## config.mk

```make
export PLATFORM = sky130hd
export DESIGN_NAME = div_bus_ctrl
export DESIGN_NICKNAME = d
export VERILOG_FILES = /design/src/rtl/div_bus_ctrl.sv
export SDC_FILE = /design/constraint.sdc
export NUM_CORES = 1
export LEC_CHECK = 0
export ABC_AREA = 1
export CORE_MARGIN = 2
export CORE_UTILIZATION = 39
export DETAILED_ROUTE_END_ITERATION = 8
export HOLD_SLACK_MARGIN = 0.08
export PLACE_DENSITY = 0.72
export SYNTH_ARGS = -nofsm -noshare
export SYNTH_HDL_FRONTEND = slang
export SYNTH_SLANG_ARGS = --single-unit
export TNS_END_PERCENT = 20
```

## constraint.sdc

```tcl
create_clock -name clk -period 3.95 [get_ports clk]
set_input_delay 0.79 -clock clk [delete_from_list [all_inputs] [get_ports clk]]
set_output_delay 0.79 -clock clk [all_outputs]
set_load 0.03 [all_outputs]
```

## src/rtl/div_bus_ctrl.sv

```systemverilog
// Bus front end for the sequential 16-bit divider: latches operands, issues init,
// waits for done (or a timeout) and exposes RESULT and status flags to firmware.
module div_bus_ctrl #(
  parameter int unsigned TIMEOUT_CYCLES = 64,
  parameter logic [31:0] ZERO_RESULT    = 32'hFFFF_FFFF
) (
  input  logic        clk,
  input  logic        reset,
  input  logic        cs,
  input  logic        rd,
  input  logic        wr,
  input  logic [2:0]  addr,
  input  logic [31:0] d_in,
  output logic [31:0] d_out,
  output logic        init,
  input  logic        done,
  input  logic [31:0] result,
  output logic [15:0] op_A,
  output logic [15:0] op_B
);

  localparam int unsigned CW = $clog2(TIMEOUT_CYCLES) + 1;
  localparam logic [CW-1:0] CntLast = CW'(TIMEOUT_CYCLES - 1);

  typedef enum logic [1:0] {
    IDLE,
    ISSUE,
    WAIT
  } state_e;

  state_e        state_q;
  logic [15:0]   opA_q;
  logic [15:0]   opB_q;
  logic [31:0]   result_q;
  logic [31:0]   dout_q;
  logic [CW-1:0] cnt_q;
  logic          init_q;
  logic          busy_q;
  logic          valid_q;
  logic          dz_q;
  logic          tmo_q;

  logic          wrEn;
  logic          rdEn;
  logic          startReq;
  logic [31:0]   rdData_d;
  logic          unusedBits;

  // A simultaneous read+write is treated as a write only, so d_out holds.
  assign wrEn       = cs & wr;
  assign rdEn       = cs & rd & ~wr;
  assign startReq   = wrEn && (addr == 3'd2) && d_in[0];
  assign unusedBits = ^d_in[31:16];

  always_comb begin
    rdData_d = '0;
    case (addr)
      3'd0:    rdData_d = {16'b0, opA_q};
      3'd1:    rdData_d = {16'b0, opB_q};
      3'd2:    rdData_d = {28'b0, tmo_q, dz_q, valid_q, busy_q};
      3'd3:    rdData_d = result_q;
      default: rdData_d = '0;
    endcase
  end

  // Operand registers freeze while an operation is in flight.
  always_ff @(posedge clk or posedge reset) begin
    if (reset) begin
      opA_q  <= '0;
      opB_q  <= '0;
      dout_q <= '0;
    end else begin
      if (rdEn) begin
        dout_q <= rdData_d;
      end
      if (wrEn && !busy_q) begin
        if (addr == 3'd0) opA_q <= d_in[15:0];
        if (addr == 3'd1) opB_q <= d_in[15:0];
      end
    end
  end

  always_ff @(posedge clk or posedge reset) begin
    if (reset) begin
      state_q  <= IDLE;
      init_q   <= 1'b0;
      cnt_q    <= '0;
      result_q <= '0;
      busy_q   <= 1'b0;
      valid_q  <= 1'b0;
      dz_q     <= 1'b0;
      tmo_q    <= 1'b0;
    end else begin
      case (state_q)
        IDLE: begin
          init_q <= 1'b0;
          if (startReq) begin
            tmo_q <= 1'b0;
            if (opB_q == 16'd0) begin
              result_q <= ZERO_RESULT;
              dz_q     <= 1'b1;
              valid_q  <= 1'b1;
            end else begin
              valid_q <= 1'b0;
              dz_q    <= 1'b0;
              busy_q  <= 1'b1;
              init_q  <= 1'b1;
              state_q <= ISSUE;
            end
          end
        end
        ISSUE: begin
          init_q  <= 1'b0;
          cnt_q   <= '0;
          state_q <= WAIT;
        end
        WAIT: begin
          init_q <= 1'b0;
          // done takes priority over a timeout landing on the same edge.
          if (done) begin
            result_q <= result;
            valid_q  <= 1'b1;
            busy_q   <= 1'b0;
            state_q  <= IDLE;
          end else if (cnt_q == CntLast) begin
            tmo_q   <= 1'b1;
            busy_q  <= 1'b0;
            state_q <= IDLE;
          end else begin
            cnt_q <= cnt_q + CW'(1);
          end
        end
        default: begin
          init_q  <= 1'b0;
          busy_q  <= 1'b0;
          state_q <= IDLE;
        end
      endcase
    end
  end

  assign d_out = dout_q;
  assign init  = init_q;
  assign op_A  = opA_q;
  assign op_B  = opB_q;

endmodule

```

; Word level (Yosys, flattened, before mapping)
; Cells that the tools add are included.
[op_classes]
eq_ne = 14
n_reduce_logical = 18
mux = 29
bitwise = 5
addsub = 1
[op_table]
columns = op, count
row1 = 32-bit case mux with 4 select lines, 1
row2 = 32-bit 2-to-1 mux, 3
row3 = 32-bit case mux with 2 select lines, 1
row4 = 16-bit logical NOT, 1
row5 = 7-bit 2-to-1 mux, 2
row6 = 2-bit inequality test (second input constant), 7
row7 = 7-bit case mux with 2 select lines, 1
row8 = 1-bit 2-to-1 mux, 13
row9 = 4-bit AND reduction, 3
row10 = 3-bit AND reduction, 3
row11 = 2-bit 2-to-1 mux, 4
row12 = 7-bit by 1-bit adder with 7-bit output (second input constant), 1
row13 = 7-bit by 6-bit equality test with 1-bit output (second input constant), 1
row14 = 3-bit by 2-bit equality test with 1-bit output (second input constant), 2
row15 = 2-bit case mux with 3 select lines, 1
row16 = 2-bit AND reduction, 3
row17 = 1-bit case mux with 2 select lines, 2
row18 = 2-bit nonzero test, 2
row19 = 1-bit bitwise AND, 3
row20 = 3-bit by 1-bit equality test with 1-bit output (second input constant), 1
row21 = 1-bit logical AND, 3
row22 = 3-bit logical NOT, 1
row23 = 3-bit inequality test (second input constant), 1
row24 = 1-bit case mux with 3 select lines, 1
row25 = 5 further kinds, 6
[totals]
output_inout_bits = 65
regBits = 110

; Logic depth before layout (Yosys ltp)
; Gate-level depths: netlist of the first run.
[depth]
word_depth = 5
depth_mapped = 9
mapped_depth_nobuf = 8

; Worst setup path after synthesis of the first run
; Ideal clock, no wire load.
[synth_path]
path_kind = input port to flip-flop
from = input port addr[2]
to = register result_q[16]
stages = 7
setup_time_ns = 0.116
slack_ns = 2.162
n_path_buf = 1
required_ns = 3.834
arrival_time_ns = 1.672
cell_sequence = nor3_4 nand4_4 nand2_2 nand2_4 buf_6 nand2_1 nand2_1
[synth_via]
elab_chain_len = 5
[synth_rtl]
columns = element, line_no
row1 = "start, declared", 12  ; input logic [2:0] addr,
row2 = 3-bit by 2-bit equality test with 1-bit output, 52  ; assign startReq = wrEn && (addr == 3'd2) && d_in[0];
row3 = 1-bit logical AND (2 in a row), 52
row4 = 2-bit inequality test (no line), n/a
row5 = 4-bit AND reduction (no line), n/a
row6 = "end signal, assigned", 121  ; result_q <= result;
row7 = "end, declared", 34  ; logic [31:0] result_q;
; No other way between the ends.
; A chain may end at the register's enable or synchronous reset.

; Worst setup path after layout of the first run
[layout_path]
from = input port addr[0]
to = register opB_q[2], in the netlist op_B[2]
[layout_via]
elab_chain_len = 2
[layout_rtl]
columns = element, line_no
row1 = 3-bit by 1-bit equality test with 1-bit output, 78  ; if (addr == 3'd1) opB_q <= d_in[15:0];
row2 = 2-bit AND reduction (no line), n/a
row3 = "end signal, assigned", 78
row4 = "end, declared", 33  ; logic [15:0] opB_q;
; No other way between the ends.

==> results of run 1 <==
## metrics by stage
step	util	hold slack, ns	cell area [µm²]	total power [W]	instances
finish	0.5272	0.4776	6599	0.003053	889
global route	0.5272	0.4965	6599	0.003211	889
CTS	0.5272	0.4760	6599	0.003074	889
detailed placement	0.5046	0.4590	6316	0.002201	874
global placement	0.5046	0.4558	6316	0.002176	874
floorplan	-	0.4422	4966	0.001852	602
## cell usage after synthesis, drive strengths merged
cell	n
nand4	5
nor3	4
o211ai	2
a311oi	1
dfrtp	110
o22ai	2
a21oi	4
xnor2	1
ha	1
o21ai	37
nand2	257
clkbuf	19
or2	32
nor2	17
nand3	64
buf	10
xor2	2
inv	34
## path summary, 6_finish.rpt
check                                      endpoint  slack, ns                    start
max                             op_B[2]$_DFFE_PP0P_       1.05                  addr[0]
min                         result_q[8]$_DFFE_PP0P_       0.48  result_q[8]$_DFFE_PP0P_
max reg2reg                result_q[23]$_DFFE_PP0P_       1.82     op_B[12]$_DFFE_PP0P_
min reg2reg                 result_q[8]$_DFFE_PP0P_       0.48  result_q[8]$_DFFE_PP0P_
max in group asynchronous     d_out[27]$_DFFE_PP0P_       2.17                    reset
min in group asynchronous     d_out[13]$_DFFE_PP0P_       0.95                    reset
## kinds of logic (layout without fill, tap and decap cells)
logic type               after synthesis  count (layout)
AO/OA/AOI/OAI                         46              46
AND/OR/NAND/NOR                      379             379
flip-flops                           110             110
adder cells (fa/ha/maj)                1               1
XOR/XNOR                               3               3
buffers and inverters                 63             178
## placed cells by master, fill, tap and decap left out, types with 8 or more instances in the layout
cell	synthesis	routed
nand2_1	255	255
clkdlybuf4s50_1	0	121
dfrtp_1	110	110
nand3_1	64	64
o21ai_0	37	37
inv_1	33	32
or2_2	32	32
nor2_1	17	16
clkbuf_16	0	9
buf_4	3	8
## layout make-up
class / instances / share of cell area
clock buffers: 12 / 0.03584
clock inverters: 3 / 0.007016
inverters: 34 / 0.01972
multi-input cells: 429 / 0.2950
flip-flops and latches: 110 / 0.4171
well taps: 172 / 0.03261
repair buffers: 129 / 0.1926
## state kept, by name (all words and copies together), names as in the netlist
signal    cells
dz_q          1
op_B         16
init          1
cnt_q         7
tmo_q         1
busy_q        1
op_A         16
state_q       2
result_q     32
d_out        32
valid_q       1
## critical path, cell delays in order
cell	delay [ns]
clkdlybuf4s50_1	0.57
inv_1	0.14
nor3_4	0.51
nand2_1	0.72
o21ai_0	0.40
## metal layers
metal,global-route usage,vias to the layer above
met5,0,-
li1,-,2120
met2,0.3225,132
met1,0.2635,2063
met4,0.06745,0
met3,0.03244,12
## power groups by stage
stage / Clock, W / Combinational (W) / Sequential (W)
detailed placement: 0 / 0.000733 / 0.00147
CTS: 0.000889 / 0.000736 / 0.00145
global placement: 0 / 0.000715 / 0.00146
floorplan: 0 / 0.000236 / 0.00162
global route: 0.000940 / 0.000800 / 0.00147
finish: 0.000873 / 0.000728 / 0.00145
==> reports/summary.txt, run 1 <==
status = completed
setup TNS = 0 ns
vias in the first global route = 4353
proportion of layout cells with a drive suffix above 1 = 0.08647
average size of a mapped cell = 8.249 µm²
clock share of power = 0.286
fillers = 1203
Int Pwr = 0.002105 W
Final Critical Period = 2.898 ns
Remaining DRCs = 0
Cell Rows = 41
largest cells by area after synthesis = dfrtp_1, nand2_1, nand3_1, or2_2, o21ai_0
TritonCTS buffer count = 9
setup slack after placement = 0.6382 ns
CTS resizes = 0
Yosys warning total = 0
Longest Clk Path Bufs = 2
proportion of synthesized area in mux cells = 0
TritonCTS clock tree = built
metal2 WL = 6288 µm
antenna diode count = 0
Final Max Tran Viols = 0
WL/cell = 14.43 µm
Post CTS Setup Buffer Count = 0
main combinational cell family by area after synthesis = simple AND/OR/NAND/NOR gates
Max-Slew Margin vs Limit = 0.2865
clock skew = 0.008218 ns
share of the synthesized area in the top cell type = 0.5543
Met3 Wirelength = 639 µm
Min-Delay Path Class = flop to flop
die area = 13650 µm²
Fin. Hold Viols = 0
fmax = 0.3451 GHz
routed wire length = 12830 µm
htree depth = 3
post-synthesis compound-gate area fraction = 0.04863
met1 WL = 5751 µm
synthesized area = 4966 µm²
sw power = 0.0009475 W
Tcrit/Tclk final = 0.7337
area of the core = 12520 µm²
drt first pass iters = 4
largest net degree at the start of global routing = 65
gpl congestion = 0.8352
Via density = 4.867
DRT iter0 DRCs = 354
Reg area = 2753 µm²
WP data required = 4.18 ns
register bit total from synthesis = 110
nets@finish = 787
GRT Total Usage = 0.1955
HPWL after DPL = 8989 µm
Die Y = 116.8 µm
area leader, netlist = dfrtp_1
Post-Synth Adder-Cell Area = 0.002520
WS Path Type = input pin to flop
PD cells = 462.6 nW/µm²
Post-DRT Antenna Nets = 0
Root Driver = clkbuf_16
cell count after synthesis = 602
Post-Synth Simple-Gate Area = 0.3338
slew of the pin with the lowest slew margin = 1.069 ns
maxcap violations = 0
RSZ-0062 raised after global routing = false
hold depth = 2
Initial Util = 0.3967
xor/xnor share of the synthesized area = 0.005291
Crit Path Max Fanout = 32
Worst VDD drop = 0.2389 mV
Post-CTS Hold Buffers = 0
CP Capture Type = flop
global-route wire length before repair = 20960 µm
post-synthesis sequential area ratio = 0.5543
via count = 4327
Clock transition at path regs = 0.07 ns
Sequential Power Share = 0.476
switching share of total power = 0.3104
critical path arrival = 3.13 ns
Syn Nets = 676
CTS Sinks = 110
top routing layer used = met4
post-synth cell types = 25
Die W = 116.8 µm
Boundary Pins = 138
Logic pwr share = 0.238
Final Worst Setup Slack = 1.052 ns
Reg2Reg Depth = 9
Pleak = 3.225 nW
area of the multi-input gates = 1947 µm²
Port Buffer Count = 121
initial antenna violation count = 0
Clk Latency, worst-skew pair = 0.34 ns
count of final setup violators = 0
P&R area growth vs syn = 32.88%
Overflow after GRT = 0
Worst Setup Start Kind = input pin
(Power assumes the default switching activity.)
==> run 2: changes to the inputs <==
--- a/config.mk
+++ b/config.mk
@@ -10,7 +10,7 @@
 export CORE_UTILIZATION = 39
 export DETAILED_ROUTE_END_ITERATION = 8
 export HOLD_SLACK_MARGIN = 0.08
-export PLACE_DENSITY = 0.72
+export PLACE_DENSITY = 0.75
 export SYNTH_ARGS = -nofsm -noshare
 export SYNTH_HDL_FRONTEND = slang
 export SYNTH_SLANG_ARGS = --single-unit
==> constraint.sdc (replaced) <==
create_clock -name clk -period 2.5 [get_ports clk]
set_input_delay 0.5 -clock clk [delete_from_list [all_inputs] [get_ports clk]]
set_output_delay 0.5 -clock clk [all_outputs]
set_load 0.03 [all_outputs]
==> reports/summary.txt, run 2 (same netlist as run 1, synthesis figures left out) <==
Die W = 116.8 µm
slew of the pin with the lowest slew margin = 1.068 ns
setup TNS = 0 ns
Reg2Reg Depth = 8
Placed Cells = 880
die area = 13650 µm²
global-route wire length before repair = 21120 µm
clock skew = 0.007296 ns
htree depth = 3
DRT iter0 DRCs = 371
drt first pass iters = 5
gpl congestion = 0.8499
HPWL after DPL = 9080 µm
Final Critical Period = 2.095 ns
fin util = 0.5346
maxcap violations = 0
Worst Setup Start Kind = input pin
Root Driver = clkbuf_16
final instance area = 6691 µm²
Clock transition at path regs = 0.06 ns
fin cells = 895
RSZ-0062 raised after global routing = false
Max-Slew Margin vs Limit = 0.2871
antenna diode count = 0
WS Path Type = input pin to flop
PD cells = 742.6 nW/µm²
Fin. Hold Viols = 0
Worst VDD drop = 0.4839 mV
nets@finish = 793
CTS Sinks = 110
Via density = 4.950
Post CTS Setup Buffer Count = 0
hold depth = 2
WL/cell = 14.59 µm
Cell Rows = 41
Sequential Power Share = 0.463
Overflow after GRT = 0
critical path arrival = 2.32 ns
fmax = 0.4774 GHz
R2R Setup Slk = 0.44 ns
Final Max Tran Viols = 0
largest net degree at the start of global routing = 111
Int Pwr = 0.003427 W
Tcrit/Tclk final = 0.8379
sw power = 0.001542 W
Pleak = 3.277 nW
area of the core = 12520 µm²
Longest Clk Path Bufs = 2
TritonCTS buffer count = 9
TritonCTS clock tree = built
Remaining DRCs = 0
most common cell after layout, fill and taps aside = nand2_1
Boundary Pins = 138
Logic pwr share = 0.234
Die Y = 116.8 µm
CTS resizes = 0
initial antenna violation count = 0
GRT Total Usage = 0.2002
Port Buffer Count = 121
Crit Path Max Fanout = 33
Post-CTS Hold Buffers = 0
Placement Cell Area = 6387 µm²
clock share of power = 0.303
count of final setup violators = 0
vias in the first global route = 4307
WP data required = 2.73 ns
Initial Util = 0.3967
Clk Latency, worst-skew pair = 0.35 ns
Min-Delay Path Class = flop to flop
CP Capture Type = flop
routed wire length = 13060 µm
P&R area growth vs syn = 34.74%
status = completed
proportion of layout cells with a drive suffix above 1 = 0.09682
via count = 4430
Post-DRT Antenna Nets = 0
most frequent cells in the layout = nand2_1, clkdlybuf4s50_1, dfrtp_1
switching share of total power = 0.3104
==> run 2: final timing paths <==
check / endpoint / startpoint
worst max-delay path: result_q[18]$_DFFE_PP0P_ / addr[1]
worst min-delay path: result_q[27]$_DFFE_PP0P_ / result_q[27]$_DFFE_PP0P_
worst max register to register: result_q[18]$_DFFE_PP0P_ / op_B[14]$_DFFE_PP0P_
worst min register to register: result_q[27]$_DFFE_PP0P_ / result_q[27]$_DFFE_PP0P_
max in group asynchronous: cnt_q[4]$_DFFE_PP0P_ / reset
min in group asynchronous: op_A[15]$_DFFE_PP0P_ / reset
==> run 2: area by class of cell <==
type	instances	area [µm²]
clock buffer	10	229.0
tap	172	215.2
timing repair buffer	135	1341
clock inverter	5	75.07
sequential	110	2753
fill	1182	5826
inverter	34	131.4
multi-input combinational	429	1947
==> run 2: metrics by stage <==
step | hold WS, ns | setup slack [ns] | power, W
after global routing | 0.4951 | 0.1808 | 0.005201
final | 0.4725 | 0.4051 | 0.004969
after global placement | 0.4559 | 0.1386 | 0.003447
after CTS | 0.4759 | 0.4200 | 0.004989
after floorplan | 0.4422 | 0.6705 | 0.002927
after detailed placement | 0.4591 | 0.05357 | 0.003493
==> run 2: power groups by stage <==
stage               Sequential (W)  Clock, W  Combinational (W)
floorplan                  0.00255         0           0.000373
global placement           0.00231         0            0.00114
detailed placement         0.00233         0            0.00117
CTS                        0.00230   0.00152            0.00117
global route               0.00233   0.00160            0.00127
finish                     0.00230   0.00151            0.00116
==> run 2: layer usage <==
layer / part of all wire / wire length (µm) / vias to the layer above / track usage
li1: - / - / 2127 / -
met1: 0.45 / 5844 / 2145 / 0.2722
met2: 0.48 / 6294 / 146 / 0.3333
met3: 0.061 / 795 / 12 / 0.03759
met4: 0.0096 / 126 / 0 / 0.05176
met5: 0 / 0 / - / 0
==> run 2: critical path, stage by stage <==
cell	delay [ns]
clkdlybuf4s50_1	0.61
inv_2	0.11
nor3_4	0.18
nand4_4	0.16
nand2_2	0.25
nand2_4	0.28
nand2_1	0.15
nand2_1	0.07
==> run 3: changes to the inputs <==
--- a/config.mk
+++ b/config.mk
@@ -10,7 +10,7 @@
 export CORE_UTILIZATION = 39
 export DETAILED_ROUTE_END_ITERATION = 8
 export HOLD_SLACK_MARGIN = 0.08
-export PLACE_DENSITY = 0.75
+export PLACE_DENSITY = 0.72
 export SYNTH_ARGS = -nofsm -noshare
 export SYNTH_HDL_FRONTEND = slang
 export SYNTH_SLANG_ARGS = --single-unit
==> constraint.sdc (replaced) <==
create_clock -name clk -period 2.1 [get_ports clk]
set_input_delay 0.42 -clock clk [delete_from_list [all_inputs] [get_ports clk]]
set_output_delay 0.42 -clock clk [all_outputs]
set_load 0.03 [all_outputs]
==> reports/summary.txt, run 3 (same netlist as run 1, synthesis figures left out) <==
Max-Slew Margin vs Limit = 0.6541
Post CTS Setup Buffer Count = 0
Clk Latency, worst-skew pair = 0.34 ns
proportion of layout cells with a drive suffix above 1 = 0.1044
Worst Setup Start Kind = flop
Crit Path Max Fanout = 4
Longest Clk Path Bufs = 2
Initial Util = 0.3967
hold endpoint = result_q[6]$_DFFE_PP0P_
Via density = 4.812
PD cells = 862.6 nW/µm²
P&R area growth vs syn = 35.65%
die area = 13650 µm²
sw power = 0.001805 W
RSZ-0062 raised after global routing = false
worst r2r dst = cnt_q[3]$_DFFE_PP0P_
Fin. Hold Viols = 0
TritonCTS clock tree = built
slew of the pin with the lowest slew margin = 0.5189 ns
CTS resizes = 0
switching share of total power = 0.3107
GRT Total Usage = 0.1930
Clock transition at path regs = 0.07 ns
Placed Cells = 885
worst path bufs/invs = 1
Pleak = 3.294 nW
clock share of power = 0.293
fin cells = 900
count of final setup violators = 0
Port Buffer Count = 121
Min-Delay Path Class = flop to flop
Largest stage delay, worst path = 0.71 ns
maxcap violations = 0
Root Driver = clkbuf_16
antenna diode count = 0
Final Critical Period = 1.891 ns
Die Y = 116.8 µm
nets@finish = 798
Remaining DRCs = 0
largest net degree at the start of global routing = 75
Reg2Reg Depth = 7
gpl congestion = 0.8495
drt first pass iters = 5
DRT iter0 DRCs = 331
Tcrit/Tclk final = 0.9006
CP Capture Type = primary output
WL/cell = 14.06 µm
HPWL after DPL = 9031 µm
Final Max Tran Viols = 0
WP data required = 1.68 ns
TritonCTS buffer count = 9
clock skew = 0.009649 ns
global-route wire length before repair = 20490 µm
RR Startpoint = cnt_q[0]$_DFFE_PP0P_
CP delay by family, top = buffers and inverters
crit-path cells = clkdlybuf4s50_1
Int Pwr = 0.004005 W
initial antenna violation count = 0
Sequential Power Share = 0.469
total power = 0.005811 W
routed wire length = 12660 µm
CTS Sinks = 110
Overflow after GRT = 0
via count = 4331
Post-DRT Antenna Nets = 0
hold depth = 2
Worst VDD drop = 0.4332 mV
R2R Setup Slk = 0.21 ns
Die W = 116.8 µm
most common cell after layout, fill and taps aside = nand2_1
critical path arrival = 1.47 ns
htree depth = 3
setup TNS = 0 ns
Boundary Pins = 138
status = completed
area of the core = 12520 µm²
Cell Rows = 41
fmax = 0.5287 GHz
Hold Startpoint = result_q[6]$_DFFE_PP0P_
Slowest-stage cell, CP = clkdlybuf4s50_1
most frequent cells in the layout = nand2_1, clkdlybuf4s50_1, dfrtp_1
WS Path Type = flop to primary output
vias in the first global route = 4235
fillers = 1197
Logic pwr share = 0.238
Post-CTS Hold Buffers = 0
run 3: worst max path at each step:
| stage | startpoint | endpoint | slack (ns) | cells past startpoint |
|---|---|---|---|---|
| after global placement | wr | result_q[30]$_DFFE_PP0P_ | 0.14 | 8 |
| final | op_B[0]$_DFFE_PP0P_ | op_B[0] | 0.21 | 1 |
| after floorplan | reset | busy_q$_DFFE_PP0P_ | 0.35 | 1 |
| after CTS | op_B[0]$_DFFE_PP0P_ | op_B[0] | 0.19 | 1 |
| after detailed placement | wr | result_q[18]$_DFFE_PP0P_ | 0.11 | 8 |
| after global routing | cnt_q[0]$_DFFE_PP0P_ | cnt_q[4]$_DFFE_PP0P_ | 0.003 | 7 |
run 3: routing by layer:
| layer | GRT usage | share of wire |
|---|---|---|
| met2 | 0.3191 | 0.50 |
| met5 | 0 | 0 |
| met4 | 0.05882 | 0.0047 |
| met1 | 0.2611 | 0.44 |
| met3 | 0.03502 | 0.055 |
run 3: power groups by stage:
| stage | registers, W | logic (W) | clock network, W |
|---|---|---|---|
| after floorplan | 0.00304 | 0.000444 | 0 |
| after global placement | 0.00275 | 0.00136 | 0 |
| after detailed placement | 0.00276 | 0.00140 | 0 |
| after CTS | 0.00272 | 0.00140 | 0.00174 |
| after global routing | 0.00277 | 0.00151 | 0.00184 |
| final | 0.00273 | 0.00138 | 0.00170 |
run 3: final cells by class:
class                      instances  area [µm²]  area share
sequential                       110        2753      0.4086
multi-input combinational        429        1947      0.2890
timing repair buffer             140        1391      0.2065
clock buffer                      10       239.0     0.03548
tap                              172       215.2     0.03195
inverter                          34       131.4     0.01950
clock inverter                     5       60.06    0.008915
run 3: through the flow:
| stage | cell area, µm² | worst slack (ns) | util | hold WS (ns) |
|---|---|---|---|---|
| 4_1_cts | 6736 | 0.1932 | 0.5382 | 0.4759 |
| 3_5_place_dp | 6437 | 0.1087 | 0.5143 | 0.4590 |
| 5_1_grt | 6736 | 0.003485 | 0.5382 | 0.4879 |
| 3_3_place_gp | 6437 | 0.1381 | 0.5143 | 0.4553 |
| 2_1_floorplan | 4970 | 0.3505 | - | 0.4422 |
| 6_report | 6736 | 0.2087 | 0.5382 | 0.4717 |
run 3: worst register-to-register path: stages, from the launching register on:
cell     delay (ns)
dfrtp_1        0.40
ha_1           0.21
nand2_1        0.08
nor2_1         0.21
nand2_1        0.14
a21oi_1        0.45
inv_1          0.17
o22ai_1        0.16
